$ cat src/rtl/fetch_stage_if.sv
// Fetch-stage bus: control-unit inputs, instruction-memory port and IF/ID outputs.
// The master side is the fetch stage; the slave side is its surroundings.
interface fetch_stage_if;
    logic        stall_en;
    logic [1:0]  pcsource;
    logic [31:0] bpc;
    logic [31:0] jpc;
    logic [31:0] imem_addr;
    logic [31:0] imem_rdata;
    logic [31:0] id_inst;
    logic [31:0] id_pc4;
    logic        id_valid;
    logic        trap;
    logic [31:0] trap_pc;
    logic [31:0] fetch_cnt;

    modport master (
        input  stall_en, pcsource, bpc, jpc, imem_rdata,
        output imem_addr, id_inst, id_pc4, id_valid, trap, trap_pc, fetch_cnt
    );

    modport slave (
        output stall_en, pcsource, bpc, jpc, imem_rdata,
        input  imem_addr, id_inst, id_pc4, id_valid, trap, trap_pc, fetch_cnt
    );
endinterface

$ cat src/rtl/fetch_stage.sv
// Instruction fetch stage with IF/ID pipeline register, one bubble per taken redirect.
// Define FETCH_TRAP_EN to make pcsource=2'b11 trap and halt; otherwise it fetches sequentially.
module fetch_stage #(
    parameter logic [31:0] RESET_PC    = 32'h0000_0000,
    parameter logic [31:0] BUBBLE_INST = 32'h0000_0000
) (
    input  logic           clk,
    input  logic           rst_n,
    fetch_stage_if.master  bus
);

`ifdef FETCH_TRAP_EN
    typedef enum logic [1:0] {
        ST_BOOT = 2'd0,
        ST_RUN  = 2'd1,
        ST_HALT = 2'd2
    } state_t;
`else
    typedef enum logic {
        ST_BOOT = 1'b0,
        ST_RUN  = 1'b1
    } state_t;
`endif

    state_t      state_r, state_s;
    logic [31:0] pc_r, pc_s;
    logic [31:0] inst_r, inst_s;
    logic [31:0] pc4_id_r, pc4_id_s;
    logic        valid_r, valid_s;
    logic [31:0] cnt_r, cnt_s;
    logic [31:0] pc4_s;
`ifdef FETCH_TRAP_EN
    logic        trap_r, trap_s;
    logic [31:0] trap_pc_r, trap_pc_s;
`endif

    assign pc4_s = pc_r + 32'd4;

    // Next-state and next-register selection; pcsource/stall_en only take effect at the edge.
    always_comb begin
        state_s  = state_r;
        pc_s     = pc_r;
        inst_s   = inst_r;
        pc4_id_s = pc4_id_r;
        valid_s  = valid_r;
        cnt_s    = cnt_r;
`ifdef FETCH_TRAP_EN
        trap_s    = trap_r;
        trap_pc_s = trap_pc_r;
`endif
        case (state_r)
            ST_BOOT: begin
                state_s = ST_RUN;
            end
            ST_RUN: begin
`ifdef FETCH_TRAP_EN
                if (bus.pcsource == 2'b11) begin
                    trap_s    = 1'b1;
                    trap_pc_s = pc_r;
                    inst_s    = BUBBLE_INST;
                    pc4_id_s  = 32'h0000_0000;
                    valid_s   = 1'b0;
                    state_s   = ST_HALT;
                end else
`endif
                if (bus.stall_en) begin
                    // Branch operands are stale while stalled, so stall outranks redirect.
                    state_s = ST_RUN;
                end else begin
                    case (bus.pcsource)
                        2'b01: begin
                            pc_s     = bus.bpc;
                            inst_s   = BUBBLE_INST;
                            pc4_id_s = 32'h0000_0000;
                            valid_s  = 1'b0;
                        end
                        2'b10: begin
                            pc_s     = bus.jpc;
                            inst_s   = BUBBLE_INST;
                            pc4_id_s = 32'h0000_0000;
                            valid_s  = 1'b0;
                        end
                        default: begin
                            pc_s     = pc4_s;
                            inst_s   = bus.imem_rdata;
                            pc4_id_s = pc4_s;
                            valid_s  = 1'b1;
                            cnt_s    = cnt_r + 32'd1;
                        end
                    endcase
                end
            end
`ifdef FETCH_TRAP_EN
            ST_HALT: begin
                valid_s = 1'b0;
            end
`endif
            default: begin
                state_s  = ST_BOOT;
                inst_s   = BUBBLE_INST;
                pc4_id_s = 32'h0000_0000;
                valid_s  = 1'b0;
            end
        endcase
    end

    // State, PC and IF/ID registers with asynchronous clear.
    always_ff @(posedge clk or negedge rst_n) begin
        if (!rst_n) begin
            state_r  <= ST_BOOT;
            pc_r     <= RESET_PC;
            inst_r   <= BUBBLE_INST;
            pc4_id_r <= 32'h0000_0000;
            valid_r  <= 1'b0;
            cnt_r    <= 32'h0000_0000;
        end else begin
            state_r  <= state_s;
            pc_r     <= pc_s;
            inst_r   <= inst_s;
            pc4_id_r <= pc4_id_s;
            valid_r  <= valid_s;
            cnt_r    <= cnt_s;
        end
    end

`ifdef FETCH_TRAP_EN
    // Sticky trap flag and the PC at which it was taken.
    always_ff @(posedge clk or negedge rst_n) begin
        if (!rst_n) begin
            trap_r    <= 1'b0;
            trap_pc_r <= 32'h0000_0000;
        end else begin
            trap_r    <= trap_s;
            trap_pc_r <= trap_pc_s;
        end
    end

    assign bus.trap    = trap_r;
    assign bus.trap_pc = trap_pc_r;
`else
    assign bus.trap    = 1'b0;
    assign bus.trap_pc = 32'h0000_0000;
`endif

    assign bus.imem_addr = pc_r;
    assign bus.id_inst   = inst_r;
    assign bus.id_pc4    = pc4_id_r;
    assign bus.id_valid  = valid_r;
    assign bus.fetch_cnt = cnt_r;

endmodule

$ cat src/flat_wrapper.sv
// flat-port wrapper written by rule: the top's interface ports become plain ports
module fetch_stage_flat 
#(
    parameter logic [31:0] RESET_PC    = 32'h0000_0000,
    parameter logic [31:0] BUBBLE_INST = 32'h0000_0000
)
  (clk, rst_n, bus_stall_en, bus_pcsource, bus_bpc, bus_jpc, bus_imem_rdata, bus_imem_addr, bus_id_inst, bus_id_pc4, bus_id_valid, bus_trap, bus_trap_pc, bus_fetch_cnt);
  fetch_stage_if bus_i ();
  input  logic clk;
  input  logic rst_n;
  input wire logic [$bits(bus_i.stall_en)-1:0] bus_stall_en;
  input wire logic [$bits(bus_i.pcsource)-1:0] bus_pcsource;
  input wire logic [$bits(bus_i.bpc)-1:0] bus_bpc;
  input wire logic [$bits(bus_i.jpc)-1:0] bus_jpc;
  input wire logic [$bits(bus_i.imem_rdata)-1:0] bus_imem_rdata;
  output wire logic [$bits(bus_i.imem_addr)-1:0] bus_imem_addr;
  output wire logic [$bits(bus_i.id_inst)-1:0] bus_id_inst;
  output wire logic [$bits(bus_i.id_pc4)-1:0] bus_id_pc4;
  output wire logic [$bits(bus_i.id_valid)-1:0] bus_id_valid;
  output wire logic [$bits(bus_i.trap)-1:0] bus_trap;
  output wire logic [$bits(bus_i.trap_pc)-1:0] bus_trap_pc;
  output wire logic [$bits(bus_i.fetch_cnt)-1:0] bus_fetch_cnt;
  assign bus_i.stall_en = bus_stall_en;
  assign bus_i.pcsource = bus_pcsource;
  assign bus_i.bpc = bus_bpc;
  assign bus_i.jpc = bus_jpc;
  assign bus_i.imem_rdata = bus_imem_rdata;
  assign bus_imem_addr = bus_i.imem_addr;
  assign bus_id_inst = bus_i.id_inst;
  assign bus_id_pc4 = bus_i.id_pc4;
  assign bus_id_valid = bus_i.id_valid;
  assign bus_trap = bus_i.trap;
  assign bus_trap_pc = bus_i.trap_pc;
  assign bus_fetch_cnt = bus_i.fetch_cnt;
  fetch_stage #(.RESET_PC(RESET_PC), .BUBBLE_INST(BUBBLE_INST)) u_core (.clk(clk), .rst_n(rst_n), .bus(bus_i));
endmodule
$ cat config.mk
export PLATFORM = sky130hd
export DESIGN_NAME = fetch_stage_flat
export DESIGN_NICKNAME = d
export VERILOG_FILES = /design/src/rtl/fetch_stage_if.sv /design/src/rtl/fetch_stage.sv /design/src/flat_wrapper.sv
export SDC_FILE = /design/constraint.sdc
export NUM_CORES = 1
export LEC_CHECK = 0
export CORE_ASPECT_RATIO = 0.5
export CORE_MARGIN = 5
export CORE_UTILIZATION = 40
export DETAILED_ROUTE_END_ITERATION = 10
export PLACE_DENSITY = 0.77
export SLEW_MARGIN = 20
export SYNTH_ARGS = -nofsm -noshare
export SYNTH_HDL_FRONTEND = slang
export SYNTH_SLANG_ARGS = --single-unit
$ cat constraint.sdc
create_clock -name clk -period 2.1 [get_ports clk]
set_input_delay 0.42 -clock clk [delete_from_list [all_inputs] [get_ports clk]]
set_output_delay 0.42 -clock clk [all_outputs]
set_load 0.02 [all_outputs]
==> results of run 1 <==
==> critical path, cell delays in order <==
cell             delay [ps]
clkdlybuf4s50_1         480
inv_1                    70
ha_4                    330
nand3b_1                170
nor3_1                  270
buf_4                   180
nor4bb_1                310
xnor2_1                 160
==> cells by family after synthesis <==
family	Yosys count
and+or+nand+nor	320
xor gates and xnor gates	43
adders and majority gates	4
AOI/OAI and AO/OA	136
other	2
buffers and inverters	96
DFF	130
==> registers in the layout, summed over array words and instances (netlist names) <==
name,flops
u_core.bus.id_valid,1
u_core.bus.imem_addr,32
u_core.bus.id_pc4,32
u_core.bus.id_inst,32
u_core.state_r,1
u_core.bus.fetch_cnt,32
==> cell type report <==
class / count / area share
clock buffers: 17 / 0.0412
clock inverters: 15 / 0.0160
inverters: 9 / 0.00327
multi-input cells: 537 / 0.314
flip-flops and latches: 130 / 0.315
well taps: 227 / 0.0275
repair buffers: 304 / 0.283
==> cell usage in the layout (no fill, tap or decap), types with 3 or more instances in the layout <==
| cell | instances |
|---|---|
| a41oi_1 | 5 |
| nand3_1 | 77 |
| buf_4 | 70 |
| o21a_1 | 4 |
| inv_1 | 9 |
| a22oi_1 | 17 |
| clkdlybuf4s50_1 | 224 |
| xor2_1 | 11 |
| and4_1 | 4 |
| nand4_1 | 22 |
| clkinvlp_4 | 3 |
| nor2_1 | 19 |
| o311ai_0 | 11 |
| buf_12 | 4 |
| o211ai_1 | 12 |
| nor4_1 | 5 |
| inv_6 | 4 |
| clkbuf_16 | 17 |
| xnor2_1 | 32 |
| dfrtp_2 | 5 |
| o311ai_1 | 3 |
| dfrtp_1 | 125 |
| or4_1 | 8 |
| dlymetal6s2s_1 | 4 |
| o21ai_0 | 16 |
| inv_8 | 5 |
| a31oi_1 | 6 |
| and3_1 | 5 |
| a22o_1 | 15 |
| a221oi_1 | 14 |
| o22a_1 | 11 |
| nor3_1 | 18 |
| conb_1 | 34 |
| nand2_1 | 137 |
| a21oi_1 | 11 |
==> timing repair <==
item,4_1_cts,5_1_grt
resized for setup,0,7
hold buffers,1,0
hold endpoints to repair,39,0
buffers inserted,0,1
endpoints found under the setup margin,0,11
==> power by group through the flow <==
stage | clock (W) | sequential, W | combinational (W)
after CTS | 0.00303 | 0.00325 | 0.00298
after floorplan | 0 | 0.00374 | 0.000969
after global placement | 0 | 0.00327 | 0.00291
after detailed placement | 0 | 0.00328 | 0.00296
final | 0.00300 | 0.00326 | 0.00296
after global routing | 0.00315 | 0.00331 | 0.00317
==> metrics by stage <==
stage               TNS (ps)  instances  setup slack (ps)  hold slack [ps]
global placement      -11040       1205              -300              365
floorplan              -10.9        763             -10.9              124
CTS                        0       1238              8.73              469
detailed placement    -12900       1205              -365              367
global route               0       1239             0.584              493
finish                     0       1239              54.6              467
==> routing by layer <==
layer / vias up / GRT usage / share of wire
met1: 3259 / 0.293 / 0.43
met4: 0 / 0.0767 / 0.023
met3: 43 / 0.0389 / 0.054
met2: 252 / 0.379 / 0.50
met5: - / 0 / 0
li1: 3129 / - / -
==> worst paths after layout <==
kind	slack [ps]	start	cells after the start	end
max	50	bus_pcsource[0]	8	u_core.bus.fetch_cnt[29]
min	470	u_core.bus.id_inst[3]	2	u_core.bus.id_inst[3]
max reg2reg	80	u_core.bus.imem_addr[2]	5	u_core.bus.id_pc4[28]
min reg2reg	470	u_core.bus.id_inst[3]	2	u_core.bus.id_inst[3]
max in group asynchronous	870	rst_n	3	u_core.bus.imem_addr[24]
min in group asynchronous	480	rst_n	2	u_core.bus.id_pc4[13]
==> qor.yml, run 1 <==
synth:
  yosysWarnings: 0
  yosysMostFrequentCell: "nand2_1"
  yosysSeqAreaShare: 0.476
  synth_commonest_cells: "137 x nand2_1, 130 x dfrtp_1, 77 x nand3_1"
  async_flop_share: 1.00
  synthAdderAreaFrac: 0.00733
  synth-seq-cells: 130
  ys.flop_type: "dfrtp_1"
  synthTopCellsByArea: "dfrtp_1 48%, nand2_1 7.5%, nand3_1 5.6%, xnor2_1 4.1%, buf_4 3.7%"
  synthMuxAreaShare: 0
  syn-mean-instance-area_um2: 9.34
  synth_top_area_frac: 0.476
  synth_top_family_by_area: "simple AND/OR/NAND/NOR gates"
  synth_top_cell_by_area: "dfrtp_1"
  synth-simple-area-share: 0.235
  synth_cells: 731
  synth_xor_xnor_area_share: 0.0552
  synth_compound_area_frac: 0.151
  synth_area_mm2: 0.00683
  synth_cell_type_count: 53
  synth_edf_count: 0
setup_path:
  worst_setup_path_end_kind: "register"
  cp-start-kind: "input port"
  worstPathRequired_ps: 2450
  critPathKind: "input port to register"
  path_max_fanout: 6
  arrival_ps: 2390
sta:
  finalSetupViolCount: 0
  finalCriticalPeriod_ps: 2050
  fin_crit_sh: 0.974
  rsz0062_at_grt: "false"
  maxSlewHeadroom: 0.627
  tightest_slew_ps: 555
  max_freq_mhz: 489
  final_max_slew_viol_count: 0
  hold_viol: 0
  clock-skew-final_ps: 12.2
cts:
  cts_tree: "yes"
  clk_pin_slew_ps: 70
  clock_latency_ps: 420
  cts-root-buf: "clkbuf_16"
  clk_path_buf_depth: 2
  h-tree-depth: 4
  cts_sinks: 130
  cts_inserted_buffers: 17
die:
  rows: 33
  dieArea_mm2: 0.0199
  start_util: 0.412
  die_y_um: 102
  die_w_um: 195
  io_pins: 263
  core-area_mm2: 0.0166
layout:
  drive_above_1_share: 0.126
  regArea_mm2: 0.00326
  antenna_cells: 0
  multi_input_area_mm2: 0.00324
  fin_area_mm2: 0.0103
  nets: 1104
  fin_util: 0.624
  num-fill-cells: 1347
  areaGrowthSynthToFinish_pct: 51.3
global_routing:
  grt_util_all_layers: 0.223
  grt_start_max_net_pins: 45
  overflow: 0
  antenna_found_initial: 0
  grt_pass1_vias: 6807
  grt_pass1_wl_mm: 36.2
detailed_routing:
  first_pass_iters: 5
  vias: 6683
  ant_nets: 0
  drt-total-wl_mm: 22.4
  drc: 0
  wire_per_inst_um: 18.1
  dr.first_iter.drc_count: 388
  routed_via_density: 5.39
placement:
  place_hpwl_mm: 16.6
  routabilityCongestion: 0.847
  port_buffers: 229
  placed_cell_area_mm2: 0.00970
power:
  ir_drop_v: 0.000639
  power.total_w: 0.00922
  power_frac_seq: 0.353
  combPwrFrac: 0.321
  power_density_mw_per_mm2: 893
  clkPwrFrac: 0.325
  net-switching-power_w: 0.00325
  intPower_w: 0.00597
  p_leak_nw: 4.44
  switching_share: 0.352
run:
  drv_cap: 0
min_path:
  hp-class: "register to register"
status:
  status: "completed"
(Power assumes the default switching activity.)
==> run 2, diff against run 1 <==
Settings changed: PLACE_DENSITY 0.77 to 0.74.
Clock period 2.1 ns to 1.9 ns, I/O delays scaled along.
==> qor.yml, run 2 (synthesized netlist as in run 1, its figures left out) <==
status:
  status: "complete, but fails checks"
  violations: "negative setup slack"
placement:
  port_buffers: 229  # unchanged
  routabilityCongestion: 0.848  # +0.13%
  place_hpwl_mm: 16.6  # +0.28%
sta:
  fin_crit_sh: 1.02
  maxSlewHeadroom: 0.663  # +0.0362
  clock-skew-final_ps: 13.0  # +0.840 ps
  setup_ws_ps: -43.2  # -97.7 ps
  tightest_slew_ps: 502  # -53.1 ps
  hold_viol: 0  # unchanged
  max_freq_mhz: 515
  timing.hold.ws_ps: 421  # -45.5 ps
  finalCriticalPeriod_ps: 1940
  rsz0062_at_grt: "true"
  final_max_slew_viol_count: 0  # unchanged
  finalSetupViolCount: 5  # +5
die:
  start_util: 0.412  # unchanged
  dieArea_mm2: 0.0199  # unchanged
  io_pins: 263  # unchanged
  die_y_um: 102  # unchanged
  core-area_mm2: 0.0166  # unchanged
  die_w_um: 195  # unchanged
  rows: 33  # unchanged
cts:
  cts_tree: "yes"
  clk_pin_slew_ps: 70  # about the same
  cts_inserted_buffers: 17  # unchanged
  h-tree-depth: 4  # unchanged
  clk_path_buf_depth: 2  # unchanged
  cts-root-buf: "clkbuf_16"
  cts_sinks: 130  # unchanged
  clock_latency_ps: 420  # about the same
setup_path:
  cp_cell_sequence: "ha_4, nand4_1, buf_4, or4_4, or4_4, nand3_2"
  max_stage_delay_ps: 500  # +20 ps
  path_max_fanout: 8  # +2
  arrival_ps: 2300  # -90 ps
  cp-start-kind: "register"
  crit_buf_inv: 1  # -2
  reg2reg_from: "u_core.bus.imem_addr[3]"
  critPathKind: "register to register"
  worst_setup_path_end_kind: "register"
  worstPathRequired_ps: 2250  # -200 ps
  critical-path-top-delay-family: "simple AND/OR/NAND/NOR gates"
  slowest_stage: "or4_4"
  startpoint: "u_core.bus.imem_addr[3]"
  cpMostUsedCell: "or4_4"
layout:
  fin_util: 0.641  # +0.0171
  drive_above_1_share: 0.167  # +0.0405
  antenna_cells: 0  # unchanged
  num-fill-cells: 1339  # -0.59%
  regArea_mm2: 0.00327  # +0.31%
  mostFrequentLayoutCells: "184 x clkdlybuf4s50_1, 137 x nand2_1, 117 x dfrtp_1, 74 x buf_4, 66 x nand3_1"
  multi_input_area_mm2: 0.00340  # +4.8%
  mostFrequentLayoutCell: "clkdlybuf4s50_1"
  nets: 1116  # +1.1%
  areaGrowthSynthToFinish_pct: 55.5
min_path:
  hp-class: "input port to asynchronous set/reset pin"
power:
  power_density_mw_per_mm2: 972  # +8.9%
  ir_drop_v: 0.000688  # +7.7%
  p_leak_nw: 4.81  # +8.2%
detailed_routing:
  drc: 0  # unchanged
  routed_via_density: 5.41  # +0.26%
  wire_per_inst_um: 18.4  # +1.7%
  first_pass_iters: 5  # unchanged
  vias: 6765  # +1.2%
  dr.first_iter.drc_count: 365  # -5.9%
  drt-total-wl_mm: 23.0  # +2.7%
  ant_nets: 0  # unchanged
global_routing:
  grt_start_max_net_pins: 53  # +18%
  grt_util_all_layers: 0.221  # -0.00189
  overflow: 0  # unchanged
  grt_pass1_wl_mm: 35.5  # -1.8%
  antenna_found_initial: 0  # unchanged
  grt_pass1_vias: 6723  # -1.2%
run:
  drv_cap: 0  # unchanged
run 2: area by class of cell:
cell class                 count  share of cell area
multi-input combinational    538               0.320
timing repair buffer         315               0.284
clock buffer                  18              0.0404
sequential                   130               0.308
tap                          227              0.0268
inverter                       9             0.00318
clock inverter                14              0.0169
run 2: per-stage QoR:
stage	setup TNS, ps	total power (W)	cell area (um^2)	std cells	setup WS [ps]
final	-114	0.0103	10600	1251	-43.2
after global routing	-829	0.0108	10600	1251	-115
after CTS	-44.7	0.0103	10500	1247	-34.8
after detailed placement	-32940	0.00699	9860	1210	-575
after global placement	-28330	0.00692	9860	1210	-509
after floorplan	-1220	0.00527	7100	763	-114
run 2: repair_timing:
| action | CTS | global route |
|---|---|---|
| resized for setup | 48 | 17 |
| gates cloned | 0 | 1 |
| buffers inserted | 4 | 3 |
| hold buffers | 1 | 0 |
| setup endpoints to repair | 68 | 31 |
| endpoints found under the hold margin | 37 | 0 |
| pin swaps | 4 | 1 |
run 2: per-layer routing:
metal  wire (um)  vias up  GRT usage  part of all wire
li1            -     3169          -                 -
met1        9740     3297      0.284              0.42
met3        1660       37     0.0550             0.072
met4         384        0     0.0568             0.017
met2       11300      262      0.381              0.49
met5           0        -          0                 0
run 2: worst reg2reg max path, stage by stage, from the launching register on:
cell	delay, ps
dfrtp_2	390
ha_4	140
nand4_1	140
buf_4	180
or4_4	500
or4_4	460
nand3_2	70
run 2: final timing paths:
| check | depth (start not counted) | end | slack, ps |
|---|---|---|---|
| min in group clk | 2 | u_core.bus.id_inst[29] | 460 |
| worst min-delay path | 2 | u_core.bus.fetch_cnt[16] | 420 |
| worst max-delay path | 6 | u_core.bus.imem_addr[20] | -40 |
| max in group asynchronous | 3 | u_core.bus.fetch_cnt[19] | 840 |
| worst max register to register | 6 | u_core.bus.imem_addr[20] | -40 |
| worst min register to register | 2 | u_core.bus.id_inst[29] | 460 |
run 2: report_power, final:
group	leakage, nW	switching, W	total [W]	internal [W]
registers	1.63	0.000403	0.00361	0.00321
clock network	0.287	0.00134	0.00342	0.00208
logic	2.89	0.00178	0.00328	0.00150
total	4.81	0.00353	0.0103	0.00679
==> run 3, diff against run 2 <==
Clock period 1.9 ns to 2.4 ns, I/O delays scaled along.
==> qor.yml, run 3 (synthesized netlist as in run 1, its figures left out) <==
sta:
  fin_crit_sh: 0.903  # -0.120
  finalCriticalPeriod_ps: 2170  # +224 ps
  maxSlewHeadroom: 0.613  # -0.0504
  final_max_slew_viol_count: 0  # unchanged
  finalSetupViolCount: 0  # -5
  rsz0062_at_grt: "false"
  max_freq_mhz: 461  # -10%
  hold_viol: 0  # unchanged
  tightest_slew_ps: 576  # +74.6 ps
  timing.hold.ws_ps: 466  # +45.0 ps
  clock-skew-final_ps: 12.8  # -0.249 ps
cts:
  cts_tree: "yes"
  cts_inserted_buffers: 17  # unchanged
  clk_pin_slew_ps: 60  # about the same
  cts_sinks: 130  # unchanged
  clock_latency_ps: 410  # about the same
  h-tree-depth: 4  # unchanged
  cts-root-buf: "clkbuf_16"
  clk_path_buf_depth: 2  # unchanged
detailed_routing:
  vias: 6636  # -1.9%
  ant_nets: 0  # unchanged
  first_pass_iters: 5  # unchanged
  drc: 0  # unchanged
  drt-total-wl_mm: 21.9  # -4.8%
  routed_via_density: 5.46  # +0.92%
  dr.first_iter.drc_count: 583  # +60%
  wire_per_inst_um: 18.0  # -2.0%
setup_path:
  path_max_fanout: 20  # +12
  worstPathRequired_ps: 2700  # +450 ps
  r2r_slack_ps: 230  # +280 ps
  startpoint: "u_core.bus.imem_addr[14]"
  critPathKind: "register to register"
  cp-start-kind: "register"
  crit_path_end: "u_core.bus.id_pc4[28]"
  worst_setup_path_end_kind: "register"
  reg2reg_depth: 4  # -2
  arrival_ps: 2470  # +170 ps
  reg2reg_from: "u_core.bus.imem_addr[14]"
  r2r-end: "u_core.bus.id_pc4[28]"
power:
  power_frac_seq: 0.366  # +0.016
  p_leak_nw: 4.31  # -10%
  switching_share: 0.339  # -0.00295
  intPower_w: 0.00523  # -23%
  ir_drop_v: 0.000495  # -28%
  combPwrFrac: 0.310  # -0.008
  power_density_mw_per_mm2: 781  # -20%
  net-switching-power_w: 0.00268  # -24%
  clkPwrFrac: 0.324  # -0.008
global_routing:
  grt_pass1_wl_mm: 35.5  # about the same
  grt_pass1_vias: 6674  # -0.73%
  grt_start_max_net_pins: 46  # -13%
  grt_util_all_layers: 0.219  # -0.00194
  antenna_found_initial: 0  # unchanged
  overflow: 0  # unchanged
layout:
  num-fill-cells: 1395  # +4.2%
  mostFrequentLayoutCells: "228 x clkdlybuf4s50_1, 137 x nand2_1, 130 x dfrtp_1, 77 x nand3_1, 45 x buf_4"
  nets: 1081  # -3.1%
  drive_above_1_share: 0.0961  # -0.0709
  antenna_cells: 0  # unchanged
  mostFrequentLayoutCell: "clkdlybuf4s50_1"
  areaGrowthSynthToFinish_pct: 48.5
  fin_area_mm2: 0.0101  # -4.5%
  fin_util: 0.612  # -0.0288
run:
  drv_cap: 0  # unchanged
die:
  rows: 33  # unchanged
  io_pins: 263  # unchanged
  start_util: 0.412  # unchanged
  die_w_um: 195  # unchanged
  dieArea_mm2: 0.0199  # unchanged
  die_y_um: 102  # unchanged
  core-area_mm2: 0.0166  # unchanged
placement:
  placed_cell_area_mm2: 0.00954  # -3.2%
  routabilityCongestion: 0.837  # -1.3%
  port_buffers: 229  # unchanged
  place_hpwl_mm: 16.2  # -2.5%
min_path:
  hp-class: "register to register"
status:
  status: "completed"
-- run 3: worst min path at each step --
stage / startpoint / end / slack (ps) / cells past startpoint
floorplan: rst_n / u_core.bus.fetch_cnt[0] / 180 / 0
global placement: rst_n / u_core.bus.id_pc4[13] / 410 / 1
detailed placement: rst_n / u_core.bus.imem_addr[13] / 410 / 1
CTS: u_core.bus.id_inst[2] / u_core.bus.id_inst[2] / 470 / 2
global route: u_core.bus.id_inst[2] / u_core.bus.id_inst[2] / 490 / 2
finish: u_core.bus.id_inst[2] / u_core.bus.id_inst[2] / 470 / 2
-- run 3: per-layer routing --
| layer | up-vias | track usage | wire length [um] |
|---|---|---|---|
| met3 | 38 | 0.0412 | 1160 |
| met5 | - | 0 | 0 |
| met2 | 240 | 0.378 | 11100 |
| met4 | 0 | 0.0756 | 465 |
| li1 | 3102 | - | - |
| met1 | 3256 | 0.282 | 9210 |
-- run 3: area by class of cell --
type,instances,area [um^2],share of cell area
flip-flops and latches,130,3250,0.321
multi-input cells,537,3220,0.318
repair buffers,281,2760,0.272
clock buffers,19,433,0.0427
well taps,227,284,0.0280
clock inverters,13,153,0.0151
inverters,9,33.8,0.00333
-- run 3: power groups by stage --
stage	registers [W]	clock network [W]	logic (W)
after floorplan	0.00326	0	0.000836
after global placement	0.00291	0	0.00242
after detailed placement	0.00292	0	0.00246
after CTS	0.00289	0.00261	0.00247
after global routing	0.00295	0.00273	0.00264
final	0.00290	0.00256	0.00245
-- run 3: repair_timing --
item | in CTS | in global routing
hold buffers | 1 | 0
hold endpoints to repair | 33 | 0
gates resized for setup | 0 | 0
buffers inserted | 0 | 0
-- run 3: metrics by stage --
stage	cells	worst slack, ps	total power (W)	TNS, ps
CTS	1216	230	0.00797	0
finish	1216	233	0.00791	0
global route	1216	137	0.00832	0
floorplan	763	127	0.00410	0
global placement	1183	-84.6	0.00533	-349
detailed placement	1183	-150	0.00538	-1410
-- run 3: worst max-delay path: stages, from the launching register on --
cell and delay [ps]:
dfrtp_1 470, nand4_4 190, or4_4 720, or4b_1 570
o311ai_1 110
